[config.mk]
export PLATFORM = sky130hd
export DESIGN_NAME = seq_magnitude_comparator
export DESIGN_NICKNAME = d
export VERILOG_FILES = /design/src/rtl/seq_magnitude_comparator_pkg.sv /design/src/rtl/seq_magnitude_comparator_cmp_digit.sv /design/src/rtl/seq_magnitude_comparator.sv
export SDC_FILE = /design/constraint.sdc
export NUM_CORES = 1
export LEC_CHECK = 0
export ABC_AREA = 1
export BUFFER_PORTS_ARGS = -buffer_cell sky130_fd_sc_hd__buf_4
export CAP_MARGIN = 20
export CORE_UTILIZATION = 50
export CTS_BUF_LIST = sky130_fd_sc_hd__clkbuf_2 sky130_fd_sc_hd__clkbuf_4 sky130_fd_sc_hd__clkbuf_8
export DETAILED_ROUTE_END_ITERATION = 16
export PLACE_DENSITY = 0.74
export SLEW_MARGIN = 20
export SYNTH_ARGS = -nofsm -noshare
export SYNTH_HDL_FRONTEND = slang
export SYNTH_SLANG_ARGS = --single-unit
[constraint.sdc]
create_clock -name clk -period 2 [get_ports clk]
set_clock_uncertainty 0.05 [all_clocks]
set_input_delay 0.1 -clock clk [delete_from_list [all_inputs] [get_ports clk]]
set_output_delay 0.1 -clock clk [all_outputs]
set_load 0.005 [all_outputs]
[src/rtl/seq_magnitude_comparator_pkg.sv]
// rtl/seq_magnitude_comparator_pkg.sv - shared types and parameter checks for the serial comparator
// Purpose: FSM state encoding (ST_IDLE=1'b0, ST_RUN=1'b1) and the WIDTH/STEP legality check
//          used at elaboration time by seq_magnitude_comparator.
// Ports:   none (package).
package seq_magnitude_comparator_pkg;

    typedef enum logic {
        ST_IDLE = 1'b0,
        ST_RUN  = 1'b1
    } state_e;

    // WIDTH must be at least 2 and an exact multiple of STEP.
    function automatic bit params_ok(input int width, input int step);
        return (width >= 2) && (step >= 1) && ((width % step) == 0);
    endfunction

endpackage

[src/rtl/seq_magnitude_comparator_cmp_digit.sv]
// rtl/seq_magnitude_comparator_cmp_digit.sv - combinational compare of one STEP-bit digit pair
// Purpose: unsigned magnitude compare of one digit; equality is !dgt && !dlt.
// Ports:   da, db [STEP-1:0] digit of A and B; dgt = da > db; dlt = da < db.
module cmp_digit #(
    parameter int STEP = 2
) (
    input  logic [STEP-1:0] da,
    input  logic [STEP-1:0] db,
    output logic            dgt,
    output logic            dlt
);

    assign dgt = (da > db);
    assign dlt = (da < db);

endmodule

[src/rtl/seq_magnitude_comparator.sv]
// rtl/seq_magnitude_comparator.sv - digit-serial MSB-first magnitude comparator
// Purpose: compares two WIDTH-bit operands STEP bits per clock under a start/busy/done
//          handshake, signed or unsigned per operation. Optional macro SEQ_CMP_EARLY_EXIT_EN
//          ends the compare at the first unequal digit; without it latency is always NDIG.
// Ports:   clk, rst_n (async, active low); start, signed_mode, a, b (latched on accepted start);
//          busy (compare in progress); done (one-cycle result-valid pulse);
//          agtb / altb / aeqb (held result of the last completed compare).
module seq_magnitude_comparator
    import seq_magnitude_comparator_pkg::*;
#(
    parameter int WIDTH = 8,
    parameter int STEP  = 2
) (
    input  logic             clk,
    input  logic             rst_n,
    input  logic             start,
    input  logic             signed_mode,
    input  logic [WIDTH-1:0] a,
    input  logic [WIDTH-1:0] b,
    output logic             busy,
    output logic             done,
    output logic             agtb,
    output logic             altb,
    output logic             aeqb
);

    localparam int NDIG = WIDTH / STEP;
    localparam int CW   = (NDIG > 1) ? $clog2(NDIG) : 1;
    localparam logic [CW-1:0]    LAST_DIG  = CW'(NDIG - 1);
    // Flipping the MSB maps two's complement order onto unsigned order.
    localparam logic [WIDTH-1:0] SIGN_BIAS = {1'b1, {(WIDTH-1){1'b0}}};

    generate
        if (!params_ok(WIDTH, STEP)) begin : g_bad_params
            $error("seq_magnitude_comparator: WIDTH must be >= 2 and a multiple of STEP");
        end
    endgenerate

    state_e           state_q, state_d;
    logic [WIDTH-1:0] a_sh_q, a_sh_d;
    logic [WIDTH-1:0] b_sh_q, b_sh_d;
    logic [CW-1:0]    cnt_q, cnt_d;
    logic             gt_q, gt_d;
    logic             lt_q, lt_d;
    logic             done_q, done_d;
    logic             agtb_q, agtb_d;
    logic             altb_q, altb_d;
    logic             aeqb_q, aeqb_d;

    logic dgt, dlt;
    logic gt_n, lt_n;
    logic finish;

    cmp_digit #(.STEP(STEP)) u_cmp_digit (
        .da  (a_sh_q[WIDTH-1 -: STEP]),
        .db  (b_sh_q[WIDTH-1 -: STEP]),
        .dgt (dgt),
        .dlt (dlt)
    );

    always_comb begin
        // Sticky flags: only the first unequal digit decides the result.
        gt_n = gt_q | (~lt_q & dgt);
        lt_n = lt_q | (~gt_q & dlt);
`ifdef SEQ_CMP_EARLY_EXIT_EN
        finish = (cnt_q == LAST_DIG) || gt_n || lt_n;
`else
        finish = (cnt_q == LAST_DIG);
`endif

        state_d = state_q;
        a_sh_d  = a_sh_q;
        b_sh_d  = b_sh_q;
        cnt_d   = cnt_q;
        gt_d    = gt_q;
        lt_d    = lt_q;
        done_d  = 1'b0;
        agtb_d  = agtb_q;
        altb_d  = altb_q;
        aeqb_d  = aeqb_q;

        case (state_q)
            ST_IDLE: begin
                if (start) begin
                    a_sh_d  = signed_mode ? (a ^ SIGN_BIAS) : a;
                    b_sh_d  = signed_mode ? (b ^ SIGN_BIAS) : b;
                    cnt_d   = '0;
                    gt_d    = 1'b0;
                    lt_d    = 1'b0;
                    state_d = ST_RUN;
                end
            end
            ST_RUN: begin
                a_sh_d = a_sh_q << STEP;
                b_sh_d = b_sh_q << STEP;
                cnt_d  = cnt_q + CW'(1);
                gt_d   = gt_n;
                lt_d   = lt_n;
                if (finish) begin
                    state_d = ST_IDLE;
                    done_d  = 1'b1;
                    agtb_d  = gt_n;
                    altb_d  = lt_n;
                    aeqb_d  = ~gt_n & ~lt_n;
                end
            end
            default: state_d = ST_IDLE;
        endcase
    end

    always_ff @(posedge clk or negedge rst_n) begin
        if (!rst_n) begin
            state_q <= ST_IDLE;
            a_sh_q  <= '0;
            b_sh_q  <= '0;
            cnt_q   <= '0;
            gt_q    <= 1'b0;
            lt_q    <= 1'b0;
            done_q  <= 1'b0;
            agtb_q  <= 1'b0;
            altb_q  <= 1'b0;
            aeqb_q  <= 1'b0;
        end else begin
            state_q <= state_d;
            a_sh_q  <= a_sh_d;
            b_sh_q  <= b_sh_d;
            cnt_q   <= cnt_d;
            gt_q    <= gt_d;
            lt_q    <= lt_d;
            done_q  <= done_d;
            agtb_q  <= agtb_d;
            altb_q  <= altb_d;
            aeqb_q  <= aeqb_d;
        end
    end

    assign busy = (state_q == ST_RUN);
    assign done = done_q;
    assign agtb = agtb_q;
    assign altb = altb_q;
    assign aeqb = aeqb_q;

endmodule

==> impl_metrics.yaml <==
synthesis:
  synthArstFlopShare_pct: 100
  synth-seq-area-share_pct: 54.8
  synth-edff-count: 0
  yosys.area.top_type_share_pct: 54.8
  syn-num-nets: 143
  synth_ff_type: "dfrtp_1"
  synthDistinctLibCells: 23
  synth_area_leader_cell: "dfrtp_1"
  synthCells: 120
  synth_area_leaders: "dfrtp_1 55%, nand2_1 8.9%, nand3_1 6.1%, inv_1 4.6%, ha_1 3.3%"
  ys_seq_elements: 25
  syn_area_um2: 1140
  synth_warnings: 0
  syn_avg_cell_area_um2: 9.51
timing:
  worstMarginPinSlew_ns: 0.580
  setup-violations-final: 0
  setup_tns_ns: 0
  setup_slack_ns: 0.370
  worst_hold_slack_ns: 0.00638
  max_freq_mhz: 614
  final-hold-violation-count: 0
  min_period_ns: 1.63
  drv_slew: 0
  maxSlewHeadroom_pct: 61.3
  rsz0062_at_grt: "false"
  period_share_pct: 81.5
routing:
  routedWlPerCell_um: 12.8
  drt-initial-drc-count: 18
  routed_wirelength_um: 2350
  drc: 0
  firstDrtPassIters: 4
  postRouteAntennaNets: 0
  vias: 958
  vias_per_cell: 5.21
setup_path:
  criticalPathCategory: "reg -> reg"
  arrival_ns: 1.80
  cp-start-kind: "flop"
  cp.required_ns: 2.17
  crit_fanout: 21
  worstSetupEndpointType: "flop"
outcome:
  status: "finished, final reports clean"
clock_tree:
  cts_buffers: 3
  h-tree-depth: 1
  clock_path_buffers: 2
  clock_latency_ns: 0.31
  tritoncts: "built"
  cts_sinks: 25
  clock-root-buffer: "clkbuf_4"
  path_clk_slew_ns: 0.13
power_and_ir_drop:
  ir_drop_mv: 0.630
  p_leak_nw: 0.733
  power.total_mw: 1.73
  powerDensity_nw_per_um2: 1160
worst_hold_path:
  worstHoldPathType: "in -> reg"
cells_and_area:
  diodes: 0
  nFillCells: 159
  syn_to_final_growth_pct: 30.7
  fin_area_um2: 1490
  drive_gt1_share_pct: 21.7
  fin_cells: 184
  fin_util_pct: 72.3
  nNetsFinal: 181
place:
  dp.cells: 166
  gp_congestion: 0.740
  hpwlAfterDp_um: 1610
  place_area_um2: 1320
  pre_cts_slack_ns: 0.385
  portBuffers: 24
global_routing:
  grt_max_degree: 26
  antenna_found_initial: 0
  grt_pass1_vias: 1064
  grt_pass1_wl_um: 4260
  grt-ovfl-total: 0
  track_usage_pct: 22.5
floorplan:
  dieHeight_um: 49.8
  die_width_um: 49.8
  ios: 25
  initial_utilization_pct: 55.3
  fp.dieArea_um2: 2480
  coreArea_um2: 2060
  rows: 16
job:
  cap_viol_max_count: 0
-- synth_stat cells (2+ instances only) --
cell type / n
nand2_1: 27
dfrtp_1: 25
inv_1: 14
nand3_1: 14
o21ai_0: 7
a22oi_1: 4
buf_2: 3
ha_1: 3
nor2_1: 3
o211ai_1: 3
a22oi_2: 2
inv_2: 2
o21ai_1: 2
xnor2_1: 2
-- flip-flops by register name (all words and copies together) (netlist names) --
name / count
cnt_q: 2
b_sh_q: 8
gt_q: 1
busy: 1
altb: 1
aeqb: 1
agtb: 1
a_sh_q: 8
lt_q: 1
done: 1
-- metal layers --
metal  share of wire, %  vias up  GRT usage (%)
met2                 53       25           44.4
li1                   -      473              -
met1                 43      458           24.5
met4               0.43        0           6.19
met3                3.1        2           3.09
met5                  0        -              0
-- cell usage in the layout (no fill, tap or decap) --
cell type	count
dlygate4sd3_1	14
buf_4	24
nor2_4	1
xnor2_1	2
a22oi_1	4
nand2_1	27
o221ai_1	1
o21bai_1	1
clkbuf_4	4
o21ai_0	7
inv_1	14
nand3_1	14
o211ai_2	1
dfrtp_1	25
nand4_1	1
o211ai_1	3
o21ai_1	2
a22o_1	1
ha_1	3
nor2_1	3
a22oi_2	2
o22ai_1	1
inv_2	2
-- worst paths after layout --
kind | end | from | cells after the start | slack (ns)
hold / removal | b_sh_q[3] | b[3] | 3 | 0.006
hold reg to reg | lt_q | lt_q | 2 | 0.45
setup reg to reg | a_sh_q[7] | busy | 3 | 0.37
setup / recovery | a_sh_q[7] | busy | 3 | 0.37
max in group asynchronous | a_sh_q[3] | rst_n | 2 | 1.50
min in group asynchronous | aeqb | rst_n | 2 | 0.15
-- power breakdown --
group	switching (mW)	total, mW	leakage, nW	internal, mW
logic	0.369	0.668	0.391	0.299
registers	0.141	0.832	0.324	0.690
clock network	0.142	0.233	0.0184	0.0913
-- cells by family after synthesis --
| logic type | Yosys count | synth area share [%] |
|---|---|---|
| xor gates and xnor gates | 2 | 1.54 |
| AOI/OAI and AO/OA | 23 | 14.6 |
| adders and majority gates | 3 | 3.29 |
| buffers and inverters | 21 | 8.22 |
| and+or+nand+nor | 46 | 17.5 |
| DFF | 25 | 54.8 |
-- layout make-up --
| cell class | instances | area (um^2) | area share (%) |
|---|---|---|---|
| multi-input combinational | 74 | 422 | 28.3 |
| tap | 27 | 33.8 | 2.27 |
| timing repair buffer | 38 | 320 | 21.5 |
| inverter | 16 | 60.1 | 4.03 |
| clock buffer | 4 | 30.0 | 2.01 |
| sequential | 25 | 626 | 41.9 |
-- critical path, stage by stage, from the launching register on --
cell     delay (ns)
dfrtp_1        0.59
inv_1          0.53
nand2_1        0.13
o21ai_0        0.23
-- repair_timing --
item                                   CTS  global route
gates resized for setup                  0             0
endpoints found under the hold margin   38             0
hold buffers                            14             0
setup buffers                            0             0
(Power assumes the default switching activity.)
